<file path="config.mk">
export PLATFORM = sky130hd
export DESIGN_NAME = seg7_scan_mux
export DESIGN_NICKNAME = d
export VERILOG_FILES = /design/src/rtl/seg7_scan_mux.sv
export SDC_FILE = /design/constraint.sdc
export NUM_CORES = 1
export LEC_CHECK = 0
export CORE_MARGIN = 4
export CORE_UTILIZATION = 40
export CTS_CLUSTER_SIZE = 30
export DETAILED_ROUTE_END_ITERATION = 10
export PLACE_DENSITY = 0.62
export SYNTH_ARGS = -nofsm -noshare
export SYNTH_HDL_FRONTEND = slang
export SYNTH_SLANG_ARGS = --single-unit
</file>
<file path="constraint.sdc">
create_clock -name clk -period 4.2 [get_ports clk]
set_clock_uncertainty 0.05 [all_clocks]
set_input_delay 1.05 -clock clk [delete_from_list [all_inputs] [get_ports clk]]
set_output_delay 1.05 -clock clk [all_outputs]
set_load 0.01 [all_outputs]
</file>
<file path="src/rtl/seg7_scan_mux.sv">
// Time-multiplexed seven-segment driver: scans a double-buffered nibble
// vector across NUM_DIGITS common-anode digits with PWM brightness,
// per-digit blanking/decimal points and a frame_done strobe.
module seg7_scan_mux #(
   parameter int unsigned NUM_DIGITS  = 4,
   parameter int unsigned REFRESH_DIV = 50000,
   parameter int unsigned DUTY_BITS   = 3
) (
   input  logic                      clk,
   input  logic                      reset,
   input  logic [4*NUM_DIGITS-1:0]   digit_data,
   input  logic [NUM_DIGITS-1:0]     dp_in,
   input  logic [NUM_DIGITS-1:0]     blank,
   input  logic                      load,
   input  logic [DUTY_BITS-1:0]      brightness,
   output logic [NUM_DIGITS-1:0]     ENABLE,
   output logic [6:0]                LEDOUT,
   output logic                      DP,
   output logic                      frame_done
);

   localparam int unsigned SLOT_W  = (REFRESH_DIV > 1) ? $clog2(REFRESH_DIV) : 1;
   localparam int unsigned SUB_LEN = REFRESH_DIV >> DUTY_BITS;
   localparam int unsigned SUB_W   = (SUB_LEN > 1) ? $clog2(SUB_LEN) : 1;
   localparam int unsigned IDX_W   = (NUM_DIGITS > 1) ? $clog2(NUM_DIGITS) : 1;

   localparam logic [SLOT_W-1:0] SLOT_LAST = SLOT_W'(REFRESH_DIV - 1);
   localparam logic [SUB_W-1:0]  SUB_LAST  = SUB_W'(SUB_LEN - 1);
   localparam logic [IDX_W-1:0]  IDX_LAST  = IDX_W'(NUM_DIGITS - 1);

   // One displayable frame: nibbles, decimal points and blank mask.
   typedef struct packed {
      logic [4*NUM_DIGITS-1:0] data;
      logic [NUM_DIGITS-1:0]   dp;
      logic [NUM_DIGITS-1:0]   blank;
   } frame_t;

   logic [SLOT_W-1:0]    slot_cnt;
   logic [SUB_W-1:0]     sub_cnt;
   logic [DUTY_BITS-1:0] subphase;
   logic [IDX_W-1:0]     digit_idx;
   logic [DUTY_BITS-1:0] bright_q;
   frame_t               hold;
   frame_t               disp;

   logic                 frame_evt_c;
   logic [DUTY_BITS-1:0] bright_eff_c;
   frame_t               load_frame_c;
   logic [3:0]           nib_c;
   logic                 lit_c;
   logic [NUM_DIGITS-1:0] en_c;
   logic [6:0]           led_c;
   logic                 dp_c;

   // Active-low hex decode, segments ordered {g,f,e,d,c,b,a}.
   function automatic logic [6:0] seg_decode(input logic [3:0] nib);
      logic [6:0] seg;
      seg = 7'h7F;
      case (nib)
         4'h0: seg = 7'h40;
         4'h1: seg = 7'h79;
         4'h2: seg = 7'h24;
         4'h3: seg = 7'h30;
         4'h4: seg = 7'h19;
         4'h5: seg = 7'h12;
         4'h6: seg = 7'h02;
         4'h7: seg = 7'h78;
         4'h8: seg = 7'h00;
         4'h9: seg = 7'h10;
         4'hA: seg = 7'h08;
         4'hB: seg = 7'h03;
         4'hC: seg = 7'h46;
         4'hD: seg = 7'h21;
         4'hE: seg = 7'h06;
         4'hF: seg = 7'h0E;
      endcase
      return seg;
   endfunction

   // Frame event, brightness in effect for this sub-phase, incoming frame.
   always_comb begin
      frame_evt_c  = (slot_cnt == SLOT_LAST) && (digit_idx == IDX_LAST);
      bright_eff_c = (sub_cnt == '0) ? brightness : bright_q;
      load_frame_c = {digit_data, dp_in, blank};
   end

   // Slot, sub-phase and digit counters; subphase tracks slot_cnt / SUB_LEN.
   always_ff @(posedge clk or negedge reset) begin
      if (!reset) begin
         slot_cnt  <= '0;
         sub_cnt   <= '0;
         subphase  <= '0;
         digit_idx <= '0;
      end else if (slot_cnt == SLOT_LAST) begin
         slot_cnt  <= '0;
         sub_cnt   <= '0;
         subphase  <= '0;
         digit_idx <= (digit_idx == IDX_LAST) ? '0 : digit_idx + IDX_W'(1);
      end else begin
         slot_cnt <= slot_cnt + SLOT_W'(1);
         if (sub_cnt == SUB_LAST) begin
            sub_cnt  <= '0;
            subphase <= subphase + DUTY_BITS'(1);
         end else begin
            sub_cnt <= sub_cnt + SUB_W'(1);
         end
      end
   end

   // Brightness is frozen for the remainder of each sub-phase.
   always_ff @(posedge clk or negedge reset) begin
      if (!reset) bright_q <= '0;
      else        bright_q <= bright_eff_c;
   end

   // Holding register takes any load; display register swaps only at frame end.
   always_ff @(posedge clk or negedge reset) begin
      if (!reset) begin
         hold       <= '0;
         disp       <= '0;
         frame_done <= 1'b0;
      end else begin
         if (load)        hold <= load_frame_c;
         if (frame_evt_c) disp <= load ? load_frame_c : hold;
         frame_done <= frame_evt_c;
      end
   end

   // Current digit's drive; everything dark when the digit is off.
   always_comb begin
      en_c  = '1;
      led_c = 7'h7F;
      dp_c  = 1'b1;
      nib_c = disp.data[{digit_idx, 2'b00} +: 4];
      lit_c = (subphase <= bright_eff_c) && !disp.blank[digit_idx];
      if (lit_c) begin
         en_c[digit_idx] = 1'b0;
         led_c           = seg_decode(nib_c);
         dp_c            = ~disp.dp[digit_idx];
      end
   end

   // Registered pad drive.
   always_ff @(posedge clk or negedge reset) begin
      if (!reset) begin
         ENABLE <= '1;
         LEDOUT <= 7'h7F;
         DP     <= 1'b1;
      end else begin
         ENABLE <= en_c;
         LEDOUT <= led_c;
         DP     <= dp_c;
      end
   end

endmodule

</file>
Word-level counts from Yosys, hierarchy flattened

Memories as Yosys holds them, arrays and structs flattened.
Index checks and enable logic that the tools add are counted.

Add/subtract/negate cells: 4
$lt $le $gt $ge: 3
Equality and inequality tests: 3
Shifts and indexed selects: 1
Mux-type cells: 17
Bitwise gates (word level): 2
Reduce and logical (&&, ||, !) cells: 6

Operators with widths:

| cell                                                | number |
|---|---|
| 2-to-1 mux 13 bit                                   | 2 |
| 2-to-1 mux 24 bit                                   | 1 |
| adder 16 x 1 -> 16 bit, second input constant       | 1 |
| == test 16 bit, second input constant               | 1 |
| 2-to-1 mux 16 bit                                   | 1 |
| indexed part select 16 x 5 -> 4 bit                 | 1 |
| adder 13 x 1 -> 13 bit, second input constant       | 1 |
| == test 13 bit, second input constant               | 1 |
| logical NOT 13 bit                                  | 1 |
| 2-to-1 mux 3 bit                                    | 3 |
| 2-to-1 mux 7 bit                                    | 1 |
| binary-select mux 1 bit (select 2 bit)              | 2 |
| 2-to-1 mux 1 bit                                    | 4 |
| 2-to-1 mux 4 bit                                    | 1 |
| inverter 4 bit                                      | 1 |
| adder 3 x 1 -> 3 bit, second input constant         | 1 |
| <= comparator 3 bit                                 | 1 |
| logical AND 1 bit                                   | 3 |
| < comparator 2 x 3 -> 1 bit, second input constant  | 1 |
| adder 2 x 1 -> 2 bit, second input constant         | 1 |
| demux 1 bit (select 2 bit)                          | 1 |
| == test 2 bit, second input constant                | 1 |
| >= comparator 2 x 1 -> 1 bit, second input constant | 1 |
| 2-to-1 mux 2 bit                                    | 1 |
| other kinds (3)                                     | 3 |

Register bits: 98
Bits in read-only memories: 112
Input port bits: 30
Output and inout port bits: 13
Memories kept: 1

Memory list:

| memory          | words | width | read ports | clocked after memory_dff | wr ports | RTL line | RTL |
|---|---|---|---|---|---|---|---|
| (no name shown) | 16    | 7     | 1          | 0                        | 0        | 59       | `case (nib)` |

Depth between registers and ports, before layout

Gate-level depths: netlist of the first run.

Depth in word-level cells: 6
Gate-level depth with buffers: 11
Mapped depth without buffers: 10

Worst setup path before layout of the first run

No wires, ideal clock.

Kind: register to register
Start: reg sub_cnt[8]
End: reg LEDOUT[5]
Setup time: 0.103 ns
Data arrival time: 2.668 ns
Path slack: 1.379 ns
Stages on the path, launching flop included: 12
Path buffers: 1
Clock period less this slack: 2.821 ns
Path through: dfrtp_1 or4_1 nor2_1 nand4b_1 mux2i_1 ha_1 nor2b_1 o21ai_0 nand2b_1 a21oi_1 clkbuf_1 o221ai_1

Cells in the longest elaborated chain, start to end: 5

Ends and longest elaborated chain:

| item                   | RTL line | RTL |
|---|---|---|
| from (decl)            | 39       | `logic [SUB_W-1:0] sub_cnt;` |
| from (signal assigned) | 105      | `sub_cnt <= sub_cnt + SUB_W'(1);` |
| logical NOT 13 bit     | 83       | `bright_eff_c = (sub_cnt == '0) ? brightness : bright_q;` |
| 2-to-1 mux 3 bit       | 83       |  |
| <= comparator 3 bit    | 135      | `lit_c = (subphase <= bright_eff_c) && !disp.blank[digit_idx];` |
| logical AND 1 bit      | 135      |  |
| 2-to-1 mux 7 bit       | 136      | `if (lit_c) begin` |
| via led_c[5]           | 52       | `logic [6:0] led_c;` |
| to (signal assigned)   | 151      | `LEDOUT <= led_c;` |
| to (decl)              | 17       | `output logic [6:0] LEDOUT,` |

The timed path passes the listed nets, and every way through them passes these cells.
A chain may end at the register's enable or synchronous reset.

Final worst setup path of the first run

Start: reg sub_cnt[8]
End: reg LEDOUT[2]

Same word-level chain as after synthesis.

==> results_dict.tcl, run 1 <==
set metrics [dict create \
    worstPathArrival_ns 3.11 \
    report.final.slew_viol_count 0 \
    ios 43 \
    drt_first_pass_iters 4 \
    htreeDepth 3 \
    first_global_vias 2828 \
    clk_pin_slew_worst_paths_ns 0.07 \
    post-cts-setup-buffers 0 \
    cts_hold_buf 0 \
    grt_use_total_pct 13.5 \
    core-area_um2 11000 \
    p_leak_uw 0.00243 \
    gp_congestion 0.786 \
    whs_ns 0.433 \
    root_buffer "clkbuf_16" \
    p_sw_uw 456 \
    cts_tree "built" \
    die_width_um 115 \
    seq_area_frac_synth_pct 54.1 \
    antenna_cells 0 \
    synth.cell_area_um2 4560 \
    setup.worst_path.end_class "flop" \
    synth-main-ff-cell "dfrtp_1" \
    finalCritPeriodShare_pct 69.3 \
    powerDensity_nw_per_um2 371 \
    ys_ff_latch 98 \
    area_growth_pct 19.0 \
    dp_hpwl_mm 5.46 \
    drt_first_iter_violations 158 \
    yosysUniqueCellTypes 41 \
    wirelength_mm 8.04 \
    start_util_pct 41.5 \
    register_area_um2 2470 \
    synth_warnings 0 \
    clockPowerShare_pct 41.7 \
    clock_latency_ns 0.34 \
    layout.nets 452 \
    crit_type "flop to flop" \
    die-area_um2 13200 \
    p_comb_share_pct 8.1 \
    num-fill-cells 984 \
    post-route-drc-count 0 \
    fmax_ghz 0.344 \
    p_sw_share_pct 22.6 \
    required_ns 4.40 \
    dpl_worst_slack_ns 1.30 \
    io_buffers 42 \
    hp-class "flop to flop" \
    setup_viol 0 \
    max_slew.worst_pin.slew_ns 0.818 \
    ant_nets 0 \
    async_flop_share_pct 100 \
    via_per_inst 5.04 \
    grt_pass1_wl_mm 14.0 \
    cts_resized 0 \
    final_common_cell "dfrtp_1" \
    synth_enable_flop_cells 0 \
    cts_buffers 9 \
    power.internal_uw 1560 \
    fin_tns_setup_ns 0 \
    final_cell_mix "86 x dfrtp_1, 41 x clkdlybuf4s50_1, 31 x nor2_1, 31 x mux2_2, 23 x nand2_1" \
    syn_inst 360 \
    drive_gt1_share_pct 22.5 \
    max_slew_margin_pct 45.3 \
    hold_violations 0 \
    grt_max_degree 99 \
    cp_max_fo 12 \
    seq_power_share_pct 50.2 \
    synth_nets 408 \
    avgSynthCellArea_um2 12.7 \
    routedWlPerCell_um 14.7 \
    critPathLaunchType "flop" \
    yosysTopAreaCellShare_pct 47.2 \
    multi_input_area_um2 1970 \
    num_rows 38 \
    peakVddDrop_mv 0.273 \
    antenna_found_initial 0 \
    cts_sinks 98 \
    synth_area_leaders "dfrtp_1 47%, mux2_2 7.7%, dfstp_2 6.9%, mux2_4 6.3%, ha_1 4.9%" \
    die_h_um 115 \
    finalCriticalPeriod_ns 2.91 \
    cts_buffer_depth 2 \
    final.setup.worst_slack_ns 1.29 \
    overflow 0 \
    vias 2765 \
    maxCapViolCount 0 \
    status "complete, no violations" \
    yosysTopAreaCell "dfrtp_1" \
    rsz0062_at_grt "no" \
]
==> state kept, by name, summed over array words and instances (netlist names) <==
register	count
LEDOUT	7
digit_idx	2
sub_cnt	13
slot_cnt	16
frame_done	1
ENABLE	4
hold	24
subphase	3
disp	24
DP	1
bright_q	3
==> logic make-up after synthesis <==
kind of cell	count (synthesis)	synth area share (%)
xor gates and xnor gates	29	5.57
and+or+nand+nor	103	11.5
adders and majority gates	18	4.94
DFF	98	54.1
AOI/OAI and AO/OA	18	2.47
muxes	66	18.8
buffers and inverters	28	2.71
==> power groups by stage <==
stage	logic, µW	clock network [µW]	registers (µW)
after floorplan	80.8	0	1030
after global placement	163	0	1030
after detailed placement	167	0	1030
after CTS	168	868	1010
after global routing	182	906	1020
final	164	840	1010
==> Yosys cell counts (4+ instances only) <==
library cell / number
nand4_1: 4
a21oi_1: 4
mux2_2: 31
dfstp_2: 12
mux2i_1: 11
ha_1: 18
nand2_1: 23
dfrtp_1: 86
nor2_1: 31
xnor2_1: 15
mux4_2: 5
nand3_1: 14
nor3_1: 7
o21ai_0: 6
clkbuf_1: 7
mux2_4: 19
o211ai_1: 4
inv_1: 15
xor2_1: 14
==> path summary, 6_finish.rpt <==
check,slack [ns],to,from,depth (start not counted)
setup / recovery,1.29,LEDOUT[2],sub_cnt[8],11
hold / removal,0.43,slot_cnt[0],slot_cnt[0],1
setup reg to reg,1.29,LEDOUT[2],sub_cnt[8],11
hold reg to reg,0.43,slot_cnt[0],slot_cnt[0],1
max in group asynchronous,2.99,LEDOUT[2],reset,2
min in group asynchronous,0.68,sub_cnt[1],reset,2
==> critical path: stages, from the launching register on <==
cell,delay (ns)
dfrtp_1,0.45
or4_1,0.62
nor2_1,0.12
nand4b_1,0.21
mux2i_1,0.26
ha_1,0.27
nor2b_1,0.13
o21ai_0,0.16
nand2b_1,0.07
a21oi_1,0.12
buf_4,0.20
o311ai_0,0.15
==> routing by layer <==
metal | share of wire, % | wire, µm | track usage (%)
met5 | 0 | 0 | 0
met4 | 1.8 | 142 | 5.24
met3 | 3.5 | 282 | 3.53
met1 | 47 | 3770 | 18.2
met2 | 48 | 3850 | 20.9
==> through the flow <==
| stage | util (%) | total power (µW) | area, µm² | std cells |
|---|---|---|---|---|
| 2_1_floorplan | - | 1110 | 4560 | 360 |
| 3_3_place_gp | 46.7 | 1190 | 5130 | 533 |
| 3_5_place_dp | 46.7 | 1200 | 5130 | 533 |
| 4_1_cts | 49.5 | 2050 | 5430 | 549 |
| 5_1_grt | 49.5 | 2110 | 5430 | 549 |
| 6_report | 49.5 | 2020 | 5430 | 549 |
==> layout make-up <==
cell class | count | area share (%)
Clock buffer | 10 | 4.22
Multi-Input combinational cell | 234 | 36.3
Clock inverter | 6 | 1.38
Tap cell | 140 | 3.23
Inverter | 16 | 1.11
Timing Repair Buffer | 45 | 8.34
Sequential cell | 98 | 45.4
No activity file was read; power rests on OpenSTA's default activity.
==> run 2: changes to the inputs <==
==> constraint.sdc (replaced) <==
create_clock -name clk -period 2.7 [get_ports clk]
set_clock_uncertainty 0.05 [all_clocks]
set_input_delay 0.675 -clock clk [delete_from_list [all_inputs] [get_ports clk]]
set_output_delay 0.675 -clock clk [all_outputs]
set_load 0.01 [all_outputs]
==> run 2 against run 1 <==
Net effect:
- the flow now finishes with violations (negative setup slack)
- critical path depth unchanged
- routed wire length is 5.4% higher
- count of clock-buffer cells in the layout shrank 1
- core utilization increased by 1.5 points
- total power rose by 58%
- die area unchanged
- critical path type unchanged
- critical endpoint is now LEDOUT[5]
- highest routed layer unchanged
==> results_dict.tcl, run 2 (synthesis gave the netlist of run 1 again) <==
set metrics [dict create \
    path_delay_family "simple AND/OR/NAND/NOR gates" \
    grt_pass1_wl_mm 14.6 \
    grt_use_total_pct 14.1 \
    clockPowerShare_pct 41.8 \
    p_sw_share_pct 23.1 \
    p_sw_uw 733 \
    r2r_setup_slack_ns -0.03 \
    root_buffer "clkbuf_16" \
    cp_max_fo 6 \
    final_core_util_pct 50.9 \
    die_width_um 115 \
    grt_max_degree 40 \
    hold_violations 0 \
    cts_tree "built" \
    drt_first_iter_violations 159 \
    fin_tns_setup_ns -0.0506 \
    overflow 0 \
    peakVddDrop_mv 0.440 \
    cts_buffer_depth 2 \
    worstPathArrival_ns 2.94 \
    cts_hold_buf 0 \
    critPathLaunchType "flop" \
    cp_cell_sequence "or4_4 > nor2_2 > nand4b_1 > mux2i_2 > ha_1 > nor2b_4 > o21ai_2 > nand2b_1 > a21oi_2 > buf_6 > o221ai_1" \
    hp-class "input port to async pin" \
    power.total_uw 3170 \
    area_growth_pct 22.5 \
    clk_pin_slew_worst_paths_ns 0.07 \
    final.setup.worst_slack_ns -0.0305 \
    routedWlPerCell_um 15.1 \
    report.final.slew_viol_count 0 \
    failed_checks "negative setup slack" \
    io_buffers 42 \
    cts_sinks 98 \
    first_global_vias 2947 \
    p_comb_share_pct 8.7 \
    drive_gt1_share_pct 27.1 \
    final_cell_mix "86 x dfrtp_1, 41 x clkdlybuf4s50_1, 31 x mux2_2" \
    dpl.cell_count 543 \
    finalCritPeriodShare_pct 101 \
    cts_buffers 9 \
    seq_power_share_pct 49.6 \
    critical_path_buf_inv_count 1 \
    max_slew.worst_pin.slew_ns 0.507 \
    antenna_found_initial 0 \
    crit_type "flop to flop" \
    gp_congestion 0.830 \
    layout.nets 464 \
    max_slew_margin_pct 66.2 \
    ios 43 \
    register_area_um2 2470 \
    setup.worst_path.end_class "flop" \
    die_h_um 115 \
    top_regs "disp: 24 flops, hold: 24 flops, slot_cnt: 16 flops" \
    post-route-drc-count 0 \
    vias 2789 \
    num_rows 38 \
    cpPeakStageDelay_ns 0.54 \
    cpMaxStageDelayCell "or4_4" \
    drt_first_pass_iters 4 \
    num-fill-cells 958 \
    status "complete, but fails checks" \
    wirelength_mm 8.48 \
    ant_nets 0 \
    final_cells 561 \
    clock_latency_ns 0.35 \
    setup_viol 3 \
    power.internal_uw 2440 \
    final_common_cell "dfrtp_1" \
    required_ns 2.91 \
    start_util_pct 41.5 \
    fmax_ghz 0.366 \
    finalCriticalPeriod_ns 2.73 \
    core-area_um2 11000 \
    via_per_inst 4.97 \
    dp_hpwl_mm 5.98 \
    htreeDepth 3 \
    antenna_cells 0 \
    rsz0062_at_grt "yes" \
    powerDensity_nw_per_um2 568 \
    whs_ns 0.247 \
    maxCapViolCount 0 \
    die-area_um2 13200 \
    multi_input_area_um2 2010 \
    p_leak_uw 0.00250 \
]
==> run 2: power by group through the flow <==
stage	clock network (µW)	logic, µW	registers (µW)
after floorplan	0	126	1600
after CTS	1370	274	1580
after detailed placement	0	266	1600
final	1330	275	1570
after global placement	0	262	1600
after global routing	1440	304	1580
==> run 2: worst paths after layout <==
kind                             startpoint     endpoint  cells after the start
worst min register to register  slot_cnt[0]  slot_cnt[0]                      1
max in group asynchronous             reset    ENABLE[0]                      2
min in group clk                slot_cnt[0]  slot_cnt[0]                      1
worst min-delay path                  reset   sub_cnt[1]                      1
worst max-delay path             sub_cnt[2]    LEDOUT[5]                     11
worst max register to register   sub_cnt[2]    LEDOUT[5]                     11
==> run 2: area by class of cell <==
type	count	area share, %
clock buffer	9	4.03
sequential	98	44.1
inverter	16	1.07
multi-input combinational	234	36.0
clock inverter	7	1.57
tap	140	3.13
timing repair buffer	57	10.1
==> run 2: layer usage <==
metal	routed length [µm]	share of wire, %	GRT usage (%)
met1	3880	46	18.9
met2	4100	48	21.8
met3	339	4.0	4.74
met4	156	1.8	4.15
met5	0	0	0
==> run 2: through the flow <==
stage	cell area [µm²]	setup slack [ns]
2_1_floorplan	4570	0.0114
3_3_place_gp	5220	0.134
3_5_place_dp	5220	-0.00694
4_1_cts	5550	0.0321
5_1_grt	5590	-0.169
6_report	5590	-0.0305
==> run 2: what timing repair did <==
item / 4_1_cts / 5_1_grt
setup buffers: 1 / 0
gates resized for setup: 7 / 9
pin swaps: 2 / 6
cloned: 1 / 0
endpoints found under the setup margin: 1 / 12
==> run 2: worst reg2reg max path: stages (launching register included) <==
cell	delay, ns
dfrtp_1	0.38
or4_4	0.54
nor2_2	0.11
nand4b_1	0.18
mux2i_2	0.26
ha_1	0.29
nor2b_4	0.13
o21ai_2	0.13
nand2b_1	0.09
a21oi_2	0.20
buf_6	0.16
o221ai_1	0.12
